### src/rtl/tour_pkg.sv
// Knight's-tour definitions shared by the solver and the tour command sequencer:
// command fields, response codes, the one-hot move encoding and sequencer states.
package tour_pkg;

    localparam logic [3:0] MOVE         = 4'h2;
    localparam logic [3:0] MOVE_FANFARE = 4'h3;

    localparam logic [7:0] HEAD_N = 8'h00;
    localparam logic [7:0] HEAD_W = 8'h3F;
    localparam logic [7:0] HEAD_S = 8'h7F;
    localparam logic [7:0] HEAD_E = 8'hBF;

    localparam logic [7:0] RESP_ACK  = 8'hA5;
    localparam logic [7:0] RESP_DONE = 8'h5A;

    typedef enum logic [2:0] {
        IDLE,
        VERT,
        HOLDV,
        HORZ,
        HOLDH
    } tourcmd_state_t;

    typedef struct packed {
        logic [3:0] opcode;
        logic [7:0] heading;
        logic [3:0] squares;
    } tour_cmd_t;

    // A knight step in sign/magnitude form; legal is low for any non-one-hot code.
    typedef struct packed {
        logic       legal;
        logic       dx_neg;
        logic [1:0] dx_mag;
        logic       dy_neg;
        logic [1:0] dy_mag;
    } knight_step_t;

    // Field order: legal, dx_neg, dx_mag, dy_neg, dy_mag.
    function automatic knight_step_t decode_move(input logic [7:0] mv);
        knight_step_t s;
        case (mv)
            8'h01:   s = '{1'b1, 1'b1, 2'd1, 1'b0, 2'd2};
            8'h02:   s = '{1'b1, 1'b0, 2'd1, 1'b0, 2'd2};
            8'h04:   s = '{1'b1, 1'b1, 2'd2, 1'b0, 2'd1};
            8'h08:   s = '{1'b1, 1'b1, 2'd2, 1'b1, 2'd1};
            8'h10:   s = '{1'b1, 1'b1, 2'd1, 1'b1, 2'd2};
            8'h20:   s = '{1'b1, 1'b0, 2'd1, 1'b1, 2'd2};
            8'h40:   s = '{1'b1, 1'b0, 2'd2, 1'b0, 2'd1};
            8'h80:   s = '{1'b1, 1'b0, 2'd2, 1'b1, 2'd1};
            default: s = '0;
        endcase
        return s;
    endfunction

endpackage

### src/rtl/move_decode.sv
// Splits one one-hot knight move into a vertical MOVE leg and a horizontal
// MOVE_FANFARE leg; illegal codes produce zero-square legs heading north.
module move_decode
    import tour_pkg::*;
(
    input  logic [7:0]  move,
    output logic [15:0] vert_cmd,
    output logic [15:0] horz_cmd
);

    knight_step_t step;
    tour_cmd_t    vert;
    tour_cmd_t    horz;

    always_comb begin
        // NOTE: every field gets a default first so no path infers a latch.
        step = decode_move(move);
        vert = '{opcode: MOVE,         heading: HEAD_N, squares: 4'd0};
        horz = '{opcode: MOVE_FANFARE, heading: HEAD_N, squares: 4'd0};
        if (step.legal) begin
            vert.heading = step.dy_neg ? HEAD_S : HEAD_N;
            vert.squares = {2'b00, step.dy_mag};
            horz.heading = step.dx_neg ? HEAD_W : HEAD_E;
            horz.squares = {2'b00, step.dx_mag};
        end
    end

    assign vert_cmd = vert;
    assign horz_cmd = horz;

endmodule

### src/rtl/tour_cmd.sv
// Tour command sequencer: walks the solved move list leg by leg toward the
// command processor and passes UART commands straight through while idle.
module tour_cmd
    import tour_pkg::*;
#(
    parameter int NUM_MOVES = 24
) (
    input  logic        clk,
    input  logic        rst,
    input  logic        start_tour,
    input  logic [7:0]  move,
    output logic [4:0]  mv_indx,
    input  logic [15:0] cmd_UART,
    input  logic        cmd_rdy_UART,
    output logic        clr_cmd_rdy_UART,
    output logic [15:0] cmd,
    output logic        cmd_rdy,
    input  logic        clr_cmd_rdy,
    input  logic        send_resp,
    output logic [7:0]  resp
);

    localparam logic [4:0] LAST_INDX = 5'(NUM_MOVES - 1);

    tourcmd_state_t state_q;
    logic [4:0]     mv_indx_q;
    logic           cmd_rdy_q;

    logic [15:0]    vert_cmd;
    logic [15:0]    horz_cmd;
    logic           last_move;
    logic           horz_leg;

    // The move list is looked up by mv_indx, so the legs follow the live move.
    move_decode u_move_decode (
        .move     (move),
        .vert_cmd (vert_cmd),
        .horz_cmd (horz_cmd)
    );

    assign last_move = (mv_indx_q == LAST_INDX);
    assign horz_leg  = (state_q == HORZ) || (state_q == HOLDH);

    always_ff @(posedge clk or posedge rst) begin
        if (rst) begin
            state_q   <= IDLE;
            mv_indx_q <= '0;
            cmd_rdy_q <= 1'b0;
        end else begin
            // NOTE: state registers use non-blocking assignment so every
            // transition reads the values from before this edge.
            case (state_q)
                IDLE: begin
                    if (start_tour) begin
                        state_q   <= VERT;
                        mv_indx_q <= '0;
                        cmd_rdy_q <= 1'b1;
                    end
                end
                VERT: begin
                    if (clr_cmd_rdy) begin
                        state_q   <= HOLDV;
                        cmd_rdy_q <= 1'b0;
                    end
                end
                HOLDV: begin
                    if (send_resp) begin
                        state_q   <= HORZ;
                        cmd_rdy_q <= 1'b1;
                    end
                end
                HORZ: begin
                    if (clr_cmd_rdy) begin
                        state_q   <= HOLDH;
                        cmd_rdy_q <= 1'b0;
                    end
                end
                HOLDH: begin
                    if (send_resp) begin
                        if (last_move) begin
                            state_q   <= IDLE;
                            cmd_rdy_q <= 1'b0;
                        end else begin
                            state_q   <= VERT;
                            mv_indx_q <= mv_indx_q + 5'd1;
                            cmd_rdy_q <= 1'b1;
                        end
                    end
                end
                default: begin
                    state_q   <= IDLE;
                    cmd_rdy_q <= 1'b0;
                end
            endcase
        end
    end

    always_comb begin
        cmd              = cmd_UART;
        cmd_rdy          = cmd_rdy_UART;
        clr_cmd_rdy_UART = clr_cmd_rdy;
        resp             = RESP_DONE;
        if (state_q != IDLE) begin
            cmd              = horz_leg ? horz_cmd : vert_cmd;
            cmd_rdy          = cmd_rdy_q;
            clr_cmd_rdy_UART = 1'b0;
            resp             = (horz_leg && last_move) ? RESP_DONE : RESP_ACK;
        end
    end

    assign mv_indx = mv_indx_q;

endmodule
### config.mk
export PLATFORM = sky130hd
export DESIGN_NAME = tour_cmd
export DESIGN_NICKNAME = d
export VERILOG_FILES = /design/src/rtl/tour_pkg.sv /design/src/rtl/move_decode.sv /design/src/rtl/tour_cmd.sv
export SDC_FILE = /design/constraint.sdc
export NUM_CORES = 1
export LEC_CHECK = 0
export BUFFER_PORTS_ARGS = -buffer_cell sky130_fd_sc_hd__buf_2
export CAP_MARGIN = 25
export CORE_MARGIN = 2
export CORE_UTILIZATION = 48
export DETAILED_ROUTE_END_ITERATION = 12
export PLACE_DENSITY = 0.86
export SYNTH_ARGS = -nofsm -noshare
export SYNTH_HDL_FRONTEND = slang
export SYNTH_SLANG_ARGS = --single-unit
### constraint.sdc
create_clock -name clk -period 2.75 [get_ports clk]
set_input_delay 0.1375 -clock clk [delete_from_list [all_inputs] [get_ports clk]]
set_output_delay 0.1375 -clock clk [all_outputs]
set_load 0.03 [all_outputs]
* Yosys cells after proc, flatten, opt, wreduce, memory -nomap -nowiden
Index checks and enable logic that the tools add are counted.
** Storage, ports and cells
- Memory bits (read-only) :: 0
- Bits in writable memories :: 0
- Memories :: 0
- Bits in registers :: 9
- Latch bits :: 0
** Cells by class
- $add $sub $neg :: 1
- Equal/unequal tests :: 20
- Bitwise gates (word level) :: 0
- Shifts and indexed selects :: 0
- $mul :: 0
- Mux-type cells :: 28
- Reductions and logical operators :: 9
- Order comparisons :: 0
- Div/mod/pow operators :: 0
** Operators by type and width (count)
- $pmux W7 S8 :: 1
- $mux W12 :: 2
- $mux W8 :: 3
- $mux W16 :: 1
- $mux W3 :: 5
- $mux W5 :: 3
- $pmux W3 S5 :: 1
- $mux W13 :: 1
- $ne A2 B2 Y1 const B :: 6
- $pmux W5 S2 :: 1
- $eq A8 B1 Y1 const B :: 1
- $eq A8 B2 Y1 const B :: 1
- $eq A8 B3 Y1 const B :: 1
- $eq A8 B4 Y1 const B :: 1
- $eq A8 B5 Y1 const B :: 1
- $eq A8 B6 Y1 const B :: 1
- $eq A8 B7 Y1 const B :: 1
- $eq A8 B8 Y1 const B :: 1
- $mux W1 :: 8
- $reduce_and A4 Y1 :: 2
- $mux W7 :: 1
- $eq A3 B2 Y1 const B :: 2
- $add A5 B1 Y5 const B :: 1
- $eq A5 B5 Y1 const B :: 1
- 11 further kinds :: 11

* Longest topological paths before layout
Gate-level depths: netlist of the first run.
- Depth in word-level cells :: 6
- Gate-level depth with buffers :: 7
- Gate-level depth less buffers :: 6

* Modules after synthesis
Synthesis of the first run repeated with hierarchy kept, for this count alone.
** Second synthesis, totals
- Cell total of the unflattened synthesis :: 206
- Area, all modules :: 1418.9 um2
** By module, submodules not included
- tour_cmd :: area each 984.7 um2, cells an instance 142, sequential area each 225.2 um2, instances 1
- move_decode :: area each 434.2 um2, cells an instance 64, sequential area each 0.0 um2, instances 1

* Worst setup path before layout of the first run
OpenSTA, ideal clock, no wires.
- Path kind :: register -> output
- Start point :: register mv_indx_q[0] (netlist: mv_indx[0])
- End point :: output resp[2]
- Arrival :: 2.564 ns
- Setup slack :: 0.049 ns
- Data required time :: 2.612 ns
- Stages on the path, launching flop included :: 6
- Cells stage by stage :: dfrtp_1 ha_1 nand4b_1 o21ai_0 inv_1 buf_4
** On the way
- Word-level cells in the longest chain between the ends :: 4
** RTL lines
- start, declared :: line tour_cmd.sv:26 : logic [4:0] mv_indx_q;
- start signal, assigned :: line tour_cmd.sv:85 : mv_indx_q <= mv_indx_q + 5'd1;
- $eq A5 B5 Y1 :: line tour_cmd.sv:41 : assign last_move = (mv_indx_q == LAST_INDX);
- $logic_and A1 B1 Y1 :: line tour_cmd.sv:107 : resp = (horz_leg && last_move) ? RESP_DONE : RESP_ACK;
- $mux W8 :: line tour_cmd.sv:107
- $mux W8 :: line tour_cmd.sv:103 : if (state_q != IDLE) begin
- end, declared :: line tour_cmd.sv:20 : output logic [7:0] resp
Every way passes these cells.

* Final worst setup path of the first run
- Start point :: register state_q[1]
- End point :: output cmd[9]
** On the way
- Word-level cells in the longest chain between the ends :: 4
- Elaborated cells on any way between the ends :: 6
- Classes of those cells :: eq/ne: 2; mux: 2; reduce/logical: 2
** RTL lines
- start, declared :: line tour_cmd.sv:25 : tourcmd_state_t state_q;
- start signal, assigned :: line tour_cmd.sv:46 : state_q <= IDLE;
- start signal, assigned :: line tour_cmd.sv:55 : state_q <= VERT;
- start signal, assigned :: line tour_cmd.sv:62 : state_q <= HOLDV;
- $eq A3 B2 Y1 or $eq A3 B3 Y1 (tied branches) :: line tour_cmd.sv:42 : assign horz_leg = (state_q == HORZ) || (state_q == HOLDH);
- $logic_or A1 B1 Y1 :: line tour_cmd.sv:42
- $mux W13 :: line tour_cmd.sv:104 : cmd = horz_leg ? horz_cmd : vert_cmd;
- $mux W16 (*) :: line tour_cmd.sv:103
- end, declared :: line tour_cmd.sv:16 : output logic [15:0] cmd,
Every way passes the cells marked *; elsewhere a longest branch is shown, timed or not.

==> metrics.md, run 1 <==
| Metric | Value |
|---|---|
| Status | `finished, final reports clean` |
| Worst Skew | `0.00625 ns` |
| Crit path max fanout | `16` |
| Main flop type after synthesis | `dfrtp_1` |
| Placement Rows | `17` |
| Reg2Reg Setup Slack | `0.98 ns` |
| Pre-Repair DR Iteration Count | `4` |
| Sequential power share | `18.6%` |
| Die W | `51.7 um` |
| Core area | `2170 um2` |
| Vias in the first global route | `1004` |
| Mean Syn Cell Area | `7.79 um2` |
| CTS max path bufs | `2` |
| Hold_ws | `0.120 ns` |
| Crit path capture | `cmd[9]` |
| EDFF count, synth | `0` |
| Yosys reg bits | `9` |
| Net Count, Synth | `171` |
| Post-synth top area cell | `dfrtp_1` |
| Die Ht | `51.7 um` |
| FMAX | `447 MHz` |
| Pint | `0.555 mW` |
| First-pass GRT wire length | `4310 um` |
| Rel. slew slack | `62.2%` |
| PwrDens | `1010 nW/um2` |
| GRT Util Overall | `20.7%` |
| Synth Instances | `140` |
| Nets | `225` |
| Reg-to-Reg Start | `mv_indx[0]$_DFFE_PP0P_` |
| Max-capacitance violation count | `0` |
| Share of flip-flops with an asynchronous set or reset | `100%` |
| Met3 wire length | `226 um` |
| Switching power total | `0.849 mW` |
| CP Data Required Time | `2.61 ns` |
| Final HPWL DP | `2210 um` |
| Via Count | `1258` |
| Top-Level Pins | `61` |
| Hold Crit Class | `input pin to register` |
| PostCTS Resize Cnt | `0` |
| Sw Share | `60.5%` |
| Iter 0 DRT Violations | `29` |
| Hold Fails Final Rpt | `0` |
| Reg clk slew, reported paths | `0.06 ns` |
| Total gr overflow | `0` |
| Met2 wire length | `1420 um` |
| Hold Buf Count CTS | `1` |
| Worst-case reg-to-reg path depth | `6` |
| Lkg Pwr | `0.744 nW` |
| IO buf count | `60` |
| Metal-1 WL | `1130 um` |
| Worst slew pin tran | `0.567 ns` |
| Crit Reg-Reg Endpoint | `mv_indx[2]$_DFFE_PP0P_` |
| H-tree depth | `1` |
| RSZ-0062 raised after global routing | `no` |
| Crit path DAT | `2.10 ns` |
| Total CTS buffers | `3` |
| Hold path cells | `2` |
| Finish-stage setup viols | `0` |
| Diode count | `0` |
| CP Capture Type | `output port` |
| Highest layer used for signal routing | `met3` |
| Startpoint type of the worst setup path | `register` |
| Setup bufs post-CTS | `0` |
| Final period util | `81.3%` |
| CP startpoint | `state_q[1]$_DFFE_PP0P_` |
| Share of cells above drive strength 1 | `38.9%` |
| Root buffer cell | `clkbuf_4` |
| Clock Sinks | `9` |
| Layout area overhead | `27.9%` |
| Peak VDD IR | `0.674 mV` |
| Initial antenna violation count | `0` |
| TritonCTS clock tree | `yes` |
| Die ar. | `2670 um2` |
| Total power | `1.40 mW` |
| Most common cell after layout, fill and taps aside | `buf_2` |
| Synth top area share | `20.6%` |
| GPL Wtd Cong | `0.868` |
| Final design area excluding fillers | `1400 um2` |
| Clk pwr share | `7.2%` |
| Most frequent cells in the layout | `buf_2, nand2_1, o21ai_0, nor2_1, dfrtp_1` |
| Synth top area cells | `dfrtp_1, a211o_1, nand2_1` |
| Yosys cell types | `46` |
| Sequential element share of the synthesized area | `20.6%` |
| DRC | `0` |
| Clock latency on the worst-skew pair | `0.26 ns` |
| Combinational fraction of design power | `74.2%` |
| Final max-slew violation count | `0` |
| Minimum clock period | `2.23 ns` |
| Largest net degree at the start of global routing | `21` |
| Synth Cell Area | `1090 um2` |
| Post-DRT Antenna Nets | `0` |
| DR WL/cell | `12.6 um` |
| Fill cells | `190` |
| Initial Utilization | `50.3%` |
| Ys Warns | `0` |
| WL final | `2780 um` |
| Placed cell area | `1360 um2` |
| Setup tns final | `0 ns` |
| Vias per inst | `5.69` |
| Critical path class | `register to output port` |
[cells by family after synthesis]
logic type	count (synthesis)	synth area share, %
AND/OR/NAND/NOR	62	33.0
AO/OA/AOI/OAI	41	28.4
buffers and inverters	17	8.26
flip-flops	9	20.6
XOR/XNOR	7	5.62
multiplexers	3	2.87
adder cells (fa/ha/maj)	1	1.15
[worst max-delay path, cell delays in order, from the launching register on]
cell and delay, ns:
dfrtp_1 0.56, nor2_2 0.36, inv_1 0.15, a22oi_2 0.21, a22oi_4 0.10, a211o_1 0.28
buf_2 0.18
[sequential cells by signal, indices dropped and copies added (netlist names)]
signal,cells
mv_indx,5
state_q,3
cmd_rdy_q,1
[metal layers]
layer  global-route usage [%]  vias to the layer above
li1                         -                      615
met1                     25.4                      581
met2                     37.2                       62
met3                     4.89                        0
met4                     3.51                        0
met5                        0                        -
[synthesized netlist by cell type (4+ instances only)]
| library cell | n |
|---|---|
| xor2_1 | 6 |
| a211o_1 | 8 |
| nor2_1 | 10 |
| nand3_1 | 5 |
| nand2_1 | 18 |
| and2_1 | 5 |
| inv_1 | 4 |
| buf_4 | 6 |
| o21ai_0 | 12 |
| dfrtp_1 | 9 |
[final cells by class]
class / instances / area (um2) / share of cell area, %
Inverter: 4 / 15.0 / 1.08
Multi-Input combinational cell: 114 / 776 / 55.6
Clock buffer: 4 / 26.3 / 1.88
Timing Repair Buffer: 62 / 318 / 22.8
Sequential cell: 9 / 225 / 16.1
Tap cell: 28 / 35.0 / 2.51
[how the worst min path moves through the flow]
| stage | from | end | slack (ns) |
|---|---|---|---|
| floorplan | rst | cmd_rdy_q$_DFFE_PP0P_ | -0.03 |
| global placement | rst | cmd_rdy_q$_DFFE_PP0P_ | 0.10 |
| detailed placement | rst | state_q[0]$_DFFE_PP0P_ | 0.12 |
| CTS | start_tour | mv_indx[3]$_DFFE_PP0P_ | 0.10 |
| global route | start_tour | mv_indx[3]$_DFFE_PP0P_ | 0.10 |
| finish | start_tour | mv_indx[4]$_DFFE_PP0P_ | 0.12 |
[power by group through the flow]
stage	logic, mW	registers, mW	clock network (mW)
6_report	1.04	0.262	0.101
5_1_grt	1.11	0.271	0.112
4_1_cts	1.04	0.261	0.106
3_5_place_dp	1.04	0.263	0
3_3_place_gp	1.03	0.258	0
2_1_floorplan	0.909	0.205	0
[per-stage QoR]
stage | setup WS (ns) | util [%] | std cells
2_1_floorplan | 0.0486 | - | 140
3_3_place_gp | 0.862 | 62.6 | 216
3_5_place_dp | 0.816 | 62.6 | 216
4_1_cts | 0.521 | 64.3 | 221
5_1_grt | 0.371 | 64.3 | 221
6_report | 0.515 | 64.3 | 221
Power figures use the tool's default switching activity.
==> run 2, diff against run 1 <==
--- a/config.mk
+++ b/config.mk
@@ -8,9 +8,9 @@
 export BUFFER_PORTS_ARGS = -buffer_cell sky130_fd_sc_hd__buf_2
 export CAP_MARGIN = 25
 export CORE_MARGIN = 2
-export CORE_UTILIZATION = 48
+export CORE_UTILIZATION = 44
 export DETAILED_ROUTE_END_ITERATION = 12
-export PLACE_DENSITY = 0.86
+export PLACE_DENSITY = 0.8
 export SYNTH_ARGS = -nofsm -noshare
 export SYNTH_HDL_FRONTEND = slang
 export SYNTH_SLANG_ARGS = --single-unit
==> constraint.sdc (replaced) <==
create_clock -name clk -period 2.1 [get_ports clk]
set_input_delay 0.105 -clock clk [delete_from_list [all_inputs] [get_ports clk]]
set_output_delay 0.105 -clock clk [all_outputs]
set_load 0.03 [all_outputs]
==> run 2 against run 1 <==
Net effect: via count grew 2.6%; power grew 36%; critical endpoint is now cmd[11]; global-route usage shrank 0.24 points; combinational power grew 44%; critical path type unchanged; clock power grew 33%; worst setup slack lost 0.35 ns; count of clock-buffer cells in the layout is the same; worst hold slack lost 0.054 ns; non-clock buffer count grew 4; utilization shrank 4.8 points; largest power group unchanged; die area grew 8.4%; highest routed layer is now met4; sequential power grew 7%.
==> metrics.md, run 2 (same netlist as run 1, synthesis figures left out) <==
| Metric | Value |
|---|---|
| Largest net degree at the start of global routing | `15 (-29%)` |
| Metal-1 WL | `1100 um (-2.8%)` |
| Status | `finished, final reports clean` |
| Peak VDD IR | `1.03 mV (+53%)` |
| Die W | `53.8 um (+4.1%)` |
| Reg2Reg Setup Slack | `0.28 ns (-0.70 ns)` |
| DRC | `0 (unchanged)` |
| Most frequent cells in the layout | `buf_2, nand2_1, o21ai_0, nor2_1, dfrtp_1` |
| PwrDens | `1340 nW/um2 (+33%)` |
| Max-capacitance violation count | `0 (unchanged)` |
| Initial antenna violation count | `0 (unchanged)` |
| Top-Level Pins | `61 (unchanged)` |
| TritonCTS clock tree | `yes` |
| Pre-Repair DR Iteration Count | `7 (+3)` |
| Final max-slew violation count | `0 (unchanged)` |
| CP Data Required Time | `2.00 ns (-0.61 ns)` |
| Placement Rows | `18 (+1)` |
| CP Capture Type | `output port` |
| Met2 wire length | `1480 um (+4.4%)` |
| Die ar. | `2890 um2 (+8.4%)` |
| Met3 wire length | `257 um (+14%)` |
| Crit-path cells | `nor2_2 -> buf_4 -> nand2_1 -> a221oi_1 -> a21o_1 -> buf_2` |
| Hold Fails Final Rpt | `0 (unchanged)` |
| Reg clk slew, reported paths | `0.06 ns (about the same)` |
| FMAX | `516 MHz` |
| GPL Wtd Cong | `0.852 (-1.9%)` |
| Crit path DAT | `1.83 ns (-0.27 ns)` |
| Finish-stage setup viols | `0 (unchanged)` |
| Initial Utilization | `45.3% (-5.0 points)` |
| Post-DRT Antenna Nets | `0 (unchanged)` |
| Nets | `229 (+1.8%)` |
| Hold_ws | `0.0658 ns (-0.0541 ns)` |
| RSZ-0062 raised after global routing | `no` |
| Clock Sinks | `9 (unchanged)` |
| Max stage delay on crit path | `0.45 ns (-0.11 ns)` |
| Minimum clock period | `1.94 ns` |
| Vias per inst | `5.69 (about the same)` |
| Worst slew pin tran | `0.453 ns (-0.114 ns)` |
| Highest layer used for signal routing | `met4` |
| CP max-delay cell | `dfrtp_1` |
| Die Ht | `53.8 um (+4.1%)` |
| DR WL/cell | `12.6 um (+0.55%)` |
| Most common cell after layout, fill and taps aside | `buf_2` |
| GRT Util Overall | `20.5% (-0.24 points)` |
| CTS max path bufs | `2 (unchanged)` |
| Hold Crit Class | `input pin to register` |
| Clock latency on the worst-skew pair | `0.26 ns (about the same)` |
| Total CTS buffers | `3 (unchanged)` |
| Diode count | `0 (unchanged)` |
| Crit path max fanout | `9 (-7)` |
| Root buffer cell | `clkbuf_4` |
| Core area | `2410 um2 (+11%)` |
| First-pass GRT wire length | `4370 um (+1.3%)` |
| Iter 0 DRT Violations | `28 (-3.4%)` |
| Largest register FFs | `5 (unchanged)` |
| Rel. slew slack | `69.4% (+7.1 points)` |
| Vias in the first global route | `997 (-0.70%)` |
| Setup tns final | `0 ns (unchanged)` |
| WL final | `2870 um (+3.3%)` |
| Reg-to-Reg Start | `mv_indx[0]$_DFFE_PP0P_` |
| Lkg Pwr | `0.765 nW (+2.9%)` |
| Share of cells above drive strength 1 | `41.1% (+2.3 points)` |
| IO buf count | `60 (unchanged)` |
| Hold_sp | `start_tour` |
| H-tree depth | `1 (unchanged)` |
| Critical path class | `register to output port` |
| Worst Skew | `0.00233 ns (-0.00391 ns)` |
| Final period util | `92.3%` |
| Total gr overflow | `0 (unchanged)` |
| CP startpoint | `state_q[1]$_DFFE_PP0P_` |
| Startpoint type of the worst setup path | `register` |
| Final HPWL DP | `2300 um (+4.2%)` |
| Via Count | `1291 (+2.6%)` |
| Layout area overhead | `31.4%` |
run 2: what timing repair did:
item,in CTS,in global routing
buffers inserted,0,0
hold endpoints to repair,9,0
resized for setup,0,1
hold buffers,1,0
endpoints found under the setup margin,0,7
run 2: report_power, final:
group,switching (mW),internal [mW]
combinational,1.01,0.489
clock,0.0608,0.0732
sequential,0.0620,0.218
run 2: layout make-up:
type | instances | area [um2]
clock buffers | 4 | 26.3
fillers | 209 | 976
inverters | 4 | 15.0
multi-input cells | 114 | 782
flip-flops and latches | 9 | 225
well taps | 30 | 37.5
repair buffers | 66 | 348
run 2: stage by stage:
| stage | instance area, um2 | util (%) | worst slack (ns) | power (mW) | instances |
|---|---|---|---|---|---|
| after detailed placement | 1400 | 57.9 | 0.216 | 1.78 | 222 |
| after CTS | 1430 | 59.4 | 0.106 | 1.92 | 227 |
| final | 1430 | 59.5 | 0.161 | 1.92 | 227 |
| after floorplan | 1090 | - | 0.104 | 1.47 | 140 |
| after global placement | 1400 | 57.9 | 0.347 | 1.76 | 222 |
| after global routing | 1430 | 59.5 | 0.0251 | 2.07 | 227 |
run 2: final timing paths:
check	endpoint	cells after the start
worst min-delay path	mv_indx[4]$_DFFE_PP0P_	2
max in group asynchronous	state_q[0]$_DFFE_PP0P_	3
min in group asynchronous	mv_indx[1]$_DFFE_PP0P_	3
worst max-delay path	cmd[11]	6
worst min register to register	cmd_rdy_q$_DFFE_PP0P_	2
worst max register to register	mv_indx[2]$_DFFE_PP0P_	6
run 2: worst max-delay path, delay by kind of cell (launching register included):
family / cells / cell delay, ns
compound gates: 2 / 0.50
flops: 1 / 0.45
buf+inv: 2 / 0.34
simple gates: 2 / 0.28
run 2: layer usage:
metal | global-route usage [%] | vias to the layer above
met5 | 0 | -
met4 | 4.27 | 0
met3 | 3.89 | 6
met2 | 38.6 | 60
met1 | 23.6 | 594
li1 | - | 631
==> run 3, diff against run 2 <==
--- a/config.mk
+++ b/config.mk
@@ -10,6 +10,7 @@
 export CORE_MARGIN = 2
 export CORE_UTILIZATION = 44
 export DETAILED_ROUTE_END_ITERATION = 12
+export MAX_ROUTING_LAYER = met4
 export PLACE_DENSITY = 0.8
 export SYNTH_ARGS = -nofsm -noshare
 export SYNTH_HDL_FRONTEND = slang
==> run 3 against run 2 <==
Net effect: flip-flop and latch count did not move; highest routed layer unchanged; die area did not move; critical path depth did not move; utilization rose by 0.21 points; sequential share of layout area fell by 0.055 points; largest cell class unchanged; wire length rose by 3.8%; combinational power barely moved.
==> metrics.md, run 3 (same netlist as run 1, synthesis figures left out) <==
| Metric | Value |
|---|---|
| Status | `finished, final reports clean` |
| Share of cells above drive strength 1 | `41.1% (unchanged)` |
| Crit Reg-Reg Endpoint | `mv_indx[2]$_DFFE_PP0P_` |
| DRC | `0 (unchanged)` |
| Crit-path cells | `nor2_2 -> buf_4 -> nand2_1 -> a221oi_1 -> a21o_1 -> buf_2` |
| Max-capacitance violation count | `0 (unchanged)` |
| Reg2Reg Setup Slack | `0.32 ns (+0.04 ns)` |
| Die ar. | `2890 um2 (unchanged)` |
| Finish-stage setup viols | `0 (unchanged)` |
| Largest register FFs | `5 (unchanged)` |
| Delay-heaviest family, CP | `compound AO/OA/AOI/OAI gates` |
| Total CTS buffers | `3 (unchanged)` |
| Storage element area | `225 um2 (unchanged)` |
| Setup tns final | `0 ns (unchanged)` |
| FMAX | `504 MHz (-2.2%)` |
| Diode count | `0 (unchanged)` |
| Nets | `229 (unchanged)` |
| PwrDens | `1350 nW/um2 (+0.84%)` |
| Root buffer cell | `clkbuf_4` |
| Initial antenna violation count | `0 (unchanged)` |
| Via Count | `1276 (-1.2%)` |
| Levels on crit path | `6 (unchanged)` |
| WL final | `2980 um (+3.8%)` |
| TritonCTS clock tree | `yes` |
| CP Capture Type | `output port` |
| Post-DRT Antenna Nets | `0 (unchanged)` |
| Die Ht | `53.8 um (unchanged)` |
| Pre-Repair DR Iteration Count | `4 (-3)` |
| Largest net degree at the start of global routing | `15 (unchanged)` |
| Hold Fails Final Rpt | `0 (unchanged)` |
| DR WL/cell | `13.1 um (+3.8%)` |
| IO buf count | `60 (unchanged)` |
| GRT Util Overall | `21.0% (+0.49 points)` |
| Total gr overflow | `0 (unchanged)` |
| Total power | `1.94 mW (+1.2%)` |
| Final HPWL DP | `2350 um (+1.9%)` |
| Most common cell after layout, fill and taps aside | `buf_2` |
| Clock latency on the worst-skew pair | `0.26 ns (about the same)` |
| Layout area overhead | `31.9%` |
| Startpoint type of the worst setup path | `register` |
| Top-Level Pins | `61 (unchanged)` |
| Hold Crit Class | `input pin to register` |
| First-pass GRT wire length | `4310 um (-1.3%)` |
| Core area | `2410 um2 (unchanged)` |
| Fill cells | `218 (+4.3%)` |
| CP startpoint | `state_q[1]$_DFFE_PP0P_` |
| Setup bufs post-CTS | `0 (unchanged)` |
| Final worst slack | `0.117 ns (-0.0439 ns)` |
| Hold Path End | `mv_indx[3]$_DFFE_PP0P_` |
| Most frequent cells in the layout | `buf_2, nand2_1, o21ai_0, nor2_1, dfrtp_1` |
| Worst Skew | `0.00311 ns (+0.000775 ns)` |
| GPL Wtd Cong | `0.843 (-0.97%)` |
| Die W | `53.8 um (unchanged)` |
| Critical path class | `register to output port` |
| Clock Sinks | `9 (unchanged)` |
| Hold_ws | `0.0642 ns (-0.00162 ns)` |
| Lkg Pwr | `0.766 nW (+0.12%)` |
| CP max-delay cell | `dfrtp_1` |
| Reg-to-Reg Start | `mv_indx[0]$_DFFE_PP0P_` |
| Minimum clock period | `1.98 ns (+0.0439 ns)` |
| Placement Rows | `18 (unchanged)` |
| Reg clk slew, reported paths | `0.06 ns (about the same)` |
| Iter 0 DRT Violations | `21 (-25%)` |
| Peak VDD IR | `0.951 mV (-7.6%)` |
| Final period util | `94.4% (+2.1 points)` |
| Rel. slew slack | `68.1% (-1.3 points)` |
| Vias in the first global route | `1025 (+2.8%)` |
| DP Worst Slack | `0.267 ns (+0.0517 ns)` |
| Crit path DAT | `1.88 ns (+0.05 ns)` |
| Hold_sp | `start_tour` |
| Hold path cells | `2 (unchanged)` |
| RSZ-0062 raised after global routing | `no` |
| Vias per inst | `5.62 (-1.2%)` |
| Multi-input gate area | `787 um2 (+0.64%)` |
| Initial Utilization | `45.3% (unchanged)` |
| Final max-slew violation count | `0 (unchanged)` |
| CTS max path bufs | `2 (unchanged)` |
| Worst slew pin tran | `0.474 ns (+0.0211 ns)` |
| Worst-case reg-to-reg path depth | `6 (unchanged)` |
| CP Data Required Time | `2.00 ns (about the same)` |
| CP Buf/Inv Count | `2 (unchanged)` |
| H-tree depth | `1 (unchanged)` |
| Max stage delay on crit path | `0.47 ns (+0.02 ns)` |
| Crit path max fanout | `9 (unchanged)` |
==> run 3: power breakdown <==
part | switching, mW | leakage [nW] | internal (mW)
combinational | 1.02 | 0.632 | 0.492
clock | 0.0633 | 0.0150 | 0.0734
sequential | 0.0701 | 0.119 | 0.218
==> run 3: layout make-up <==
cell class              count  share of cell area, %
repair buffers             66                   24.2
clock buffers               4                   1.83
flip-flops and latches      9                   15.7
multi-input cells         114                   54.7
well taps                  30                   2.61
inverters                   4                   1.04
==> run 3: worst max path at each step <==
stage / slack [ns] / endpoint
finish: 0.12 / cmd[11]
global route: 0.02 / cmd[7]
CTS: 0.05 / cmd[2]
detailed placement: 0.27 / cmd[7]
global placement: 0.34 / cmd[0]
floorplan: 0.10 / resp[2]
==> run 3: stage by stage <==
stage                     area (um2)  std cells  util [%]
final                           1440        227      59.7
after global routing            1440        227      59.7
after CTS                       1430        227      59.4
after detailed placement        1400        222      57.9
after global placement          1400        222      57.9
after floorplan                 1090        140         -
==> run 3: repair_timing <==
| item | CTS | global route |
|---|---|---|
| resized for setup | 0 | 2 |
| setup endpoints to repair | 0 | 8 |
| hold endpoints to repair | 9 | 0 |
| hold buffers | 1 | 0 |
==> run 3: per-layer routing <==
layer | vias to the layer above | GRT usage (%) | part of all wire [%]
met2 | 49 | 37.4 | 50
met3 | 4 | 3.61 | 6.4
li1 | 629 | - | -
met1 | 594 | 23.4 | 43
met5 | - | - | 0
met4 | 0 | 6.84 | 0.97
